### config.mk
export PLATFORM = sky130hd
export DESIGN_NAME = pipe_scheduler
export DESIGN_NICKNAME = d
export VERILOG_FILES = /design/src/rtl/pipe_scheduler.sv
export SDC_FILE = /design/constraint.sdc
export NUM_CORES = 1
export LEC_CHECK = 0
export ABC_AREA = 1
export BUFFER_PORTS_ARGS = -buffer_cell sky130_fd_sc_hd__buf_2
export CORE_UTILIZATION = 60
export CTS_CLUSTER_DIAMETER = 50
export CTS_CLUSTER_SIZE = 40
export DETAILED_ROUTE_END_ITERATION = 10
export GPL_ROUTABILITY_DRIVEN = 0
export GPL_TIMING_DRIVEN = 1
export PLACE_DENSITY = 0.8
export SYNTH_ARGS = -nofsm -noshare
export SYNTH_HDL_FRONTEND = slang
export SYNTH_SLANG_ARGS = --single-unit
### constraint.sdc
create_clock -name CLOCK_50 -period 2.9 [get_ports CLOCK_50]
set_clock_uncertainty 0.1 [all_clocks]
set_input_delay 0.58 -clock CLOCK_50 [delete_from_list [all_inputs] [get_ports CLOCK_50]]
set_output_delay 0.58 -clock CLOCK_50 [all_outputs]
set_load 0.01 [all_outputs]
### src/rtl/pipe_scheduler.sv
// pipe_scheduler: scrolls up to NUM_PIPES pipe obstacles per game tick, spawns new ones and
// sequences erase/draw requests to the shared pixel writer. Define PIPE_SCORE_EN for pass scoring.
module pipe_scheduler #(
  parameter int NUM_PIPES = 3,
  parameter int SCREEN_W  = 160,
  parameter int SPACING   = 56,
  parameter int Y_MIN     = 10,
  parameter int Y_MAX     = 90,
  parameter int BIRD_X    = 40
) (
  input  logic       CLOCK_50,
  input  logic       resetn,
  input  logic       game_tick,
  input  logic       enable,
  input  logic [6:0] rand_y,
  output logic       draw_req,
  input  logic       draw_ack,
  output logic [7:0] draw_x,
  output logic [6:0] draw_y,
  output logic       draw_erase,
  output logic       busy,
  output logic       tick_overrun,
  output logic       score_pulse,
  output logic [7:0] score
);

  localparam int IW = (NUM_PIPES > 1) ? $clog2(NUM_PIPES) : 1;
  localparam logic [7:0] SPAWN_X = 8'(SCREEN_W - 1);

  typedef enum logic [2:0] {IDLE, SCAN, ERASE, MOVE, DRAW, SPAWN, SPAWN_DRAW} state_t;

  state_t               state_q, state_d;
  logic [7:0]           x_q [NUM_PIPES];
  logic [7:0]           x_d [NUM_PIPES];
  logic [6:0]           y_q [NUM_PIPES];
  logic [6:0]           y_d [NUM_PIPES];
  logic [NUM_PIPES-1:0] active_q, active_d;
  logic [IW:0]          idx_q, idx_d;
  logic [IW-1:0]        cur_q, cur_d, last_q, last_d;
  logic                 pending_q, pending_d;
  logic                 req_d, erase_d;
  logic [7:0]           dx_d;
  logic [6:0]           dy_d;
  logic                 tick_in, start, overrun_d;
  logic                 scan_found, free_found;
  logic [IW-1:0]        scan_idx, free_idx;
  logic [6:0]           clamped_y;
  logic [7:0]           move_x;
  logic                 spawn_ok, move_hit;

  // A tick landing while one is already pending is dropped; one landing as pending clears re-arms it.
  assign tick_in   = game_tick & enable;
  assign start     = (state_q == IDLE) & pending_q & enable;
  assign pending_d = tick_in | (pending_q & ~start);
  assign overrun_d = tick_in & pending_q & ~start;
  assign busy      = (state_q != IDLE);

  // Descending loops so the lowest qualifying index wins.
  always_comb begin
    scan_found = 1'b0;
    scan_idx   = '0;
    free_found = 1'b0;
    free_idx   = '0;
    for (int k = NUM_PIPES - 1; k >= 0; k--) begin
      if (active_q[k] && ((IW+1)'(k) >= idx_q)) begin
        scan_found = 1'b1;
        scan_idx   = IW'(k);
      end
      if (!active_q[k]) begin
        free_found = 1'b1;
        free_idx   = IW'(k);
      end
    end
  end

  always_comb begin
    if (rand_y < 7'(Y_MIN))      clamped_y = 7'(Y_MIN);
    else if (rand_y > 7'(Y_MAX)) clamped_y = 7'(Y_MAX);
    else                         clamped_y = rand_y;
  end

  assign move_x   = (x_q[cur_q] == 8'd0) ? 8'd0 : x_q[cur_q] - 8'd1;
  assign move_hit = (state_q == MOVE) && (move_x == 8'(BIRD_X - 1));
  assign spawn_ok = free_found &&
                    (~|active_q || !active_q[last_q] || ((SPAWN_X - x_q[last_q]) >= 8'(SPACING)));

  always_comb begin
    state_d  = state_q;
    active_d = active_q;
    idx_d    = idx_q;
    cur_d    = cur_q;
    last_d   = last_q;
    req_d    = draw_req;
    dx_d     = draw_x;
    dy_d     = draw_y;
    erase_d  = draw_erase;
    for (int k = 0; k < NUM_PIPES; k++) begin
      x_d[k] = x_q[k];
      y_d[k] = y_q[k];
    end
    case (state_q)
      IDLE: begin
        if (start) begin
          idx_d   = '0;
          state_d = SCAN;
        end
      end
      SCAN: begin
        if (scan_found) begin
          cur_d   = scan_idx;
          req_d   = 1'b1;
          dx_d    = x_q[scan_idx];
          dy_d    = y_q[scan_idx];
          erase_d = 1'b1;
          state_d = ERASE;
        end else begin
          state_d = SPAWN;
        end
      end
      ERASE: begin
        if (draw_ack) begin
          req_d   = 1'b0;
          state_d = MOVE;
        end
      end
      MOVE: begin
        x_d[cur_q] = move_x;
        if (move_x == 8'd0) begin
          active_d[cur_q] = 1'b0;
          idx_d           = (IW+1)'(cur_q) + 1'b1;
          state_d         = SCAN;
        end else begin
          req_d   = 1'b1;
          dx_d    = move_x;
          erase_d = 1'b0;
          state_d = DRAW;
        end
      end
      DRAW: begin
        if (draw_ack) begin
          req_d   = 1'b0;
          idx_d   = (IW+1)'(cur_q) + 1'b1;
          state_d = SCAN;
        end
      end
      SPAWN: begin
        if (spawn_ok) begin
          x_d[free_idx]      = SPAWN_X;
          y_d[free_idx]      = clamped_y;
          active_d[free_idx] = 1'b1;
          last_d             = free_idx;
          req_d              = 1'b1;
          dx_d               = SPAWN_X;
          dy_d               = clamped_y;
          erase_d            = 1'b0;
          state_d            = SPAWN_DRAW;
        end else begin
          state_d = IDLE;
        end
      end
      SPAWN_DRAW: begin
        if (draw_ack) begin
          req_d   = 1'b0;
          state_d = IDLE;
        end
      end
      default: state_d = IDLE;
    endcase
  end

  always_ff @(posedge CLOCK_50 or negedge resetn) begin
    if (!resetn) begin
      state_q      <= IDLE;
      active_q     <= '0;
      idx_q        <= '0;
      cur_q        <= '0;
      last_q       <= '0;
      pending_q    <= 1'b0;
      draw_req     <= 1'b0;
      draw_x       <= 8'd0;
      draw_y       <= 7'd0;
      draw_erase   <= 1'b0;
      tick_overrun <= 1'b0;
      for (int k = 0; k < NUM_PIPES; k++) begin
        x_q[k] <= 8'd0;
        y_q[k] <= 7'd0;
      end
    end else begin
      state_q      <= state_d;
      active_q     <= active_d;
      idx_q        <= idx_d;
      cur_q        <= cur_d;
      last_q       <= last_d;
      pending_q    <= pending_d;
      draw_req     <= req_d;
      draw_x       <= dx_d;
      draw_y       <= dy_d;
      draw_erase   <= erase_d;
      tick_overrun <= overrun_d;
      for (int k = 0; k < NUM_PIPES; k++) begin
        x_q[k] <= x_d[k];
        y_q[k] <= y_d[k];
      end
    end
  end

`ifdef PIPE_SCORE_EN
  always_ff @(posedge CLOCK_50 or negedge resetn) begin
    if (!resetn) begin
      score_pulse <= 1'b0;
      score       <= 8'd0;
    end else begin
      score_pulse <= move_hit;
      if (move_hit) score <= score + 8'd1;
    end
  end
`else
  logic score_unused;
  assign score_unused = move_hit;
  assign score_pulse  = 1'b0;
  assign score        = 8'd0;
`endif

endmodule

After elaboration in Yosys (flattened, before gate mapping):

Index checks and enable logic that the tools add are counted.

* output and inout bits: 28
* register bits: 77
* logic and storage cells: 175

* muxes and demuxes: 73
* reductions and logical operators: 32
* $lt $le $gt $ge: 17
* equal/unequal tests: 15
* bitwise gates (word level): 18
* add/subtract/negate cells: 3

Operators with widths (count)
* 8-bit two-way mux: 12
* 7-bit two-way mux: 7
* 8-bit binary-select mux with 2-bit select: 3
* 24-bit one-hot mux with 2 select lines: 1
* 3-bit two-way mux: 12
* 8-bit demux with 2-bit select: 2
* 24-bit bitwise mux: 1
* 24-bit two-way mux: 1
* 8-bit one-hot mux with 3 select lines: 1
* 21-bit bitwise mux: 1
* 3-bit one-hot mux with 7 select lines: 1
* 18-bit bitwise OR: 1
* 8-bit zero test: 2
* 1-bit two-way mux: 15
* 7-bit binary-select mux with 2-bit select: 1
* 7-bit demux with 2-bit select: 1
* 2-bit != test (second input constant): 7
* 7-bit one-hot mux with 2 select lines: 1
* 3-bit greater-or-equal comparator (second input constant): 4
* 2-bit two-way mux: 6
* 2-bit inverter with 3-bit output: 4
* 4-bit AND reduction: 3
* 3-bit == test (second input constant): 3
* 2-bit by 3-bit < comparator with 1-bit output (second input constant): 3
* other kinds (38): 65

Logic depth before layout (Yosys ltp):

* word-level depth: 12
* depth in mapped cells: 18

Least setup slack after synthesis:

No wires, ideal clock.

* path kind: register -> register
* start point: register last_q[0]
* end point: register draw_x[0]
* period minus slack after synthesis: 2253 ps
* cell stages (with the launch flop): 16
* setup slack: 647 ps
* arrival: 2030 ps
* library setup time: 123 ps
* cells stage by stage: dfrtp_1 inv_4 nand2_2 o21a_1 ha_1 a21o_1 nor2_1 nand2_1 nand2_2 inv_2 nand2_8 nand2_4 inv_2 nand2_4 o21ai_0 nand2_1

* longest elaborated chain between the ends: 10

Ends and longest elaborated chain
* start, declared: RTL line 39 `logic [IW-1:0] cur_q, cur_d, last_q, last_d;`
* start signal, assigned: RTL line 193 `last_q <= last_d;`
* 2-bit inverter with 3-bit output (implied by the code): RTL line 85 `(~|active_q || !active_q[last_q] || ((SPAWN_X - x_q[last_q]) >= 8'(SPACING)));`
* 8-bit binary-select mux with 2-bit select: RTL line 85
* 8-bit two-way mux (implied by the code) (2 in series): RTL line 85
* 8-bit subtractor: RTL line 85
* 8-bit by 6-bit greater-or-equal comparator with 1-bit output: RTL line 85
* 1-bit logical OR (*): RTL line 85
* 1-bit logical AND (*): RTL line 84 `assign spawn_ok = free_found &&`
* 2-bit != test (no line) (*)
* 4-bit AND reduction (no line) (*)
* end signal, assigned: RTL line 180 `draw_x <= 8'd0;`
* end signal, assigned: RTL line 196 `draw_x <= dx_d;`
* end, declared: RTL line 18 `output logic [7:0] draw_x,`

Every way passes the cells marked *; elsewhere a longest branch is shown, timed or not. The select of a mux whose other input is x is not followed.
A chain may end at the register's enable or synchronous reset.

Final worst setup path:

Same ends and word-level chain as after synthesis.

==> metrics.log <==
INFO  metric critical_path.slowest_cell = dfrtp_2
INFO  metric netlist_instances = 651
INFO  metric initial_antenna_violation_count = 0
INFO  metric setup_total_negative_slack = 0 ns
INFO  metric netlist_area = 4890 sq um
INFO  metric max-cap-violations = 0
INFO  metric floorplan.io_pins = 40
INFO  metric portBuffers = 30
INFO  metric multi_input_comb_area = 2560 sq um
INFO  metric critPathMaxStageDelay = approximately 0.48 ns
INFO  metric cts.clk_slew.worst_paths = around 0.1 ns
INFO  metric cts_hold_repair.buffers = 0
INFO  metric layout.filler_cells = 654
INFO  metric power_per_cell_area = 1380 nW/um^2
INFO  metric pwr-share-comb = 0.621
INFO  metric seq_area_frac_synth = 0.394
INFO  metric clock_power_share = 0.120
INFO  metric swShare = 0.541
INFO  metric die_w = 92.3 um
INFO  metric grt_first_pass_wirelength = between 20000 and 25000 um
INFO  metric maxClockFrequency = 374 MHz
INFO  metric grtUsageTotal = 0.326
INFO  metric layout_common_cells = 173 x nand2_1, 99 x o21ai_0, 76 x dfrtp_1
INFO  metric cts_tree = built
INFO  metric core-area = 7810 sq um
INFO  metric finish.cell_count_without_fillers = 788
INFO  metric first_global_vias = between 4000 and 5000
INFO  metric power.net_switching = 3.94 mW
INFO  metric synthesis.area_per_instance = 7.51 sq um
INFO  metric resized_gates_after_cts = 0
INFO  metric clkSinkCount = slightly below 80
INFO  metric min_period = approximately 2.7 ns
INFO  metric layout_commonest_cell = nand2_1
INFO  metric setup_viol = 0
INFO  metric area_of_the_die = ~8500 sq um
INFO  metric kind_of_capture_point_of_the_worst_setup_path = register
INFO  metric placedCellCount = between 700 and 800
INFO  metric cell_variety_after_synth = 40
INFO  metric setup_repair_after_global_routing_missed_its_margin = no
INFO  metric detail_route.iter0.violations = ~630
INFO  metric slew_viol_final = 0
INFO  metric fraction_of_layout_cells_with_a_size_suffix_above_1 = 0.173
INFO  metric ant_nets = 0
INFO  metric outcome = completed
INFO  metric max_slew.worst_pin.slew = 0.978 ns
INFO  metric placementRows = 32
INFO  metric internal_power = 3.34 mW
INFO  metric post_cts_buffers = 0
INFO  metric routedLengthMet1 = 5370 um
INFO  metric worst-endpoint-required = 3.07 ns
INFO  metric final_min_period_over_clock_period = 0.922
INFO  metric htree_levels = 3
INFO  metric drt-pass1-iter-count = 5
INFO  metric vdd_ir_drop_max = 0.570 mV
INFO  metric routed_wl = 13100 um
INFO  metric hold_viol = 0
INFO  metric highest_net_fanout_along_the_worst_path = 10
INFO  metric total_power = 7.28 mW
INFO  metric number_of_flops_mapped_to_enable_cells_by_yosys = 0
INFO  metric longest_clk_path_bufs = 2
INFO  metric drc = 0
INFO  metric die_y = 92.3 um
INFO  metric seqCellArea = 1930 sq um
INFO  metric area_delta_synth_final = 8.26%
INFO  metric grt_max_degree = 78
INFO  metric power.leakage = 2.56 nW
INFO  metric wl_met2 = 5880 um
INFO  metric nNetsFinal = 700
INFO  metric synthesis.yosys.warnings = 0
INFO  metric synth.ff_latch_count = slightly below 80
INFO  metric cts-buffers-inserted = 9
INFO  metric p_seq_frac = 0.259
INFO  metric category_of_the_critical_setup_timing_path = register to register
INFO  metric routed_wire_length_per_instance = 16.6 um
INFO  metric topRoutingLayerUsed = met4
INFO  metric clock_latency = 0.38 ns
INFO  metric cp_data_arrival_time = approximately 2.8 ns
INFO  metric initial_utilization = 0.626
INFO  metric num_antenna_cells = 0
INFO  metric min-delay-path-class = input port to asynchronous set/reset pin
INFO  metric route.met3.wl = between 1000 and 1500 um
INFO  metric vias = 4747
INFO  metric synthFlopType = dfrtp_1
INFO  metric drt-vias-per-instance = between 6 and 7
INFO  metric timing.max_slew.rel_slack = 0.348
INFO  metric layout.core_utilization = 0.678
INFO  metric cp-start-kind = register
INFO  metric synth_async_sr_flop_share = 1.00
INFO  metric cts_root_buf = clkbuf_8
INFO  metric detailedPlacementHpwl = roughly 9100 um
INFO  metric critical_path.cell_chain = inv_4 -> nand2_2 -> o21a_1 -> ha_1 -> a21o_1 -> nor2_1 -> nand2_1 -> nand2_2 -> inv_2 -> nand2_8 -> nand2_4 -> inv_2 -> nand2_4 -> o21ai_0 -> nand2_1
INFO  metric gr-total-overflow = 0
[cell usage after synthesis, types with 5 or more instances]
| library cell | instances | area [sq um] |
|---|---|---|
| a211oi_1 | 6 | 45.0 |
| a21oi_1 | 13 | 65.1 |
| buf_2 | 5 | 25.0 |
| buf_4 | 10 | 75.1 |
| clkbuf_1 | 9 | 33.8 |
| dfrtp_1 | 77 | 1930 |
| ha_1 | 7 | 87.6 |
| inv_1 | 59 | 221 |
| inv_2 | 6 | 22.5 |
| nand2_1 | 173 | 649 |
| nand2_2 | 23 | 144 |
| nand2_4 | 6 | 67.6 |
| nand3_1 | 21 | 105 |
| nand3_2 | 9 | 90.1 |
| nand4_1 | 7 | 43.8 |
| nor2_1 | 36 | 135 |
| nor2_4 | 6 | 67.6 |
| o211ai_1 | 9 | 67.6 |
| o21ai_0 | 99 | 495 |
| o21ai_1 | 23 | 115 |
| o22ai_1 | 9 | 56.3 |
[worst max-delay path, delay by kind of cell (launching register included)]
kind	cells	cell delay (ns)
flops	1	0.48
compound gates	3	0.48
simple gates	8	0.76
buf+inv	3	0.45
fa+ha+maj	1	0.29
[cells by family (layout without fill, tap and decap cells)]
logic type,Yosys count,after routing,share of synthesized area
other cells,1,9,0.000767
simple gates,294,294,0.294
compound gates,174,174,0.199
flops,77,77,0.394
fa+ha+maj,7,7,0.0179
buf+inv,94,121,0.0877
xor+xnor,4,4,0.00716
[registers in the layout, summed over array words and instances, names as in the netlist]
signal        count
x_q              24
y_q              21
draw_x            8
draw_y            7
active_q          3
idx_q             3
state_q           3
cur_q             2
last_q            2
draw_erase        1
draw_req          1
pending_q         1
tick_overrun      1
[layer usage]
metal,GRT usage,up-vias
met3,0.0547,53
met5,0,-
met2,0.501,277
met4,0.161,0
met1,0.446,2214
li1,-,2203
[stage by stage]
step	setup WS [ns]	area (sq um)	hold slack [ns]
after floorplan	0.647	4920	0.184
after global placement	0.260	5090	0.353
after detailed placement	0.248	5090	0.357
after CTS	0.213	5290	0.316
after global routing	0.0443	5300	0.341
final	0.227	5300	0.249
[worst paths after layout]
kind / cells past startpoint / end / slack (ns) / startpoint
min: 1 / x_q[16] / 0.25 / resetn
max reg2reg: 15 / draw_x[0] / 0.23 / last_q[0]
max: 15 / draw_x[0] / 0.23 / last_q[0]
max in group asynchronous: 1 / last_q[0] / 1.74 / resetn
min reg2reg: 2 / draw_y[5] / 0.38 / draw_y[5]
min in group CLOCK_50: 3 / pending_q / 0.32 / game_tick
[final cells by class]
type,count,share of cell area
clock buffers,9,0.0234
multi-input cells,488,0.484
flip-flops and latches,77,0.364
clock inverters,7,0.0151
inverters,66,0.0473
well taps,102,0.0241
repair buffers,39,0.0416
[power groups by stage]
| stage | sequential [mW] | clock [mW] | combinational [mW] |
|---|---|---|---|
| finish | 1.89 | 0.872 | 4.53 |
| global route | 1.94 | 0.911 | 4.96 |
| CTS | 1.86 | 0.878 | 4.43 |
| detailed placement | 1.88 | 0 | 4.41 |
| global placement | 1.87 | 0 | 4.32 |
| floorplan | 1.83 | 0 | 3.32 |
Power figures use the tool's default switching activity.
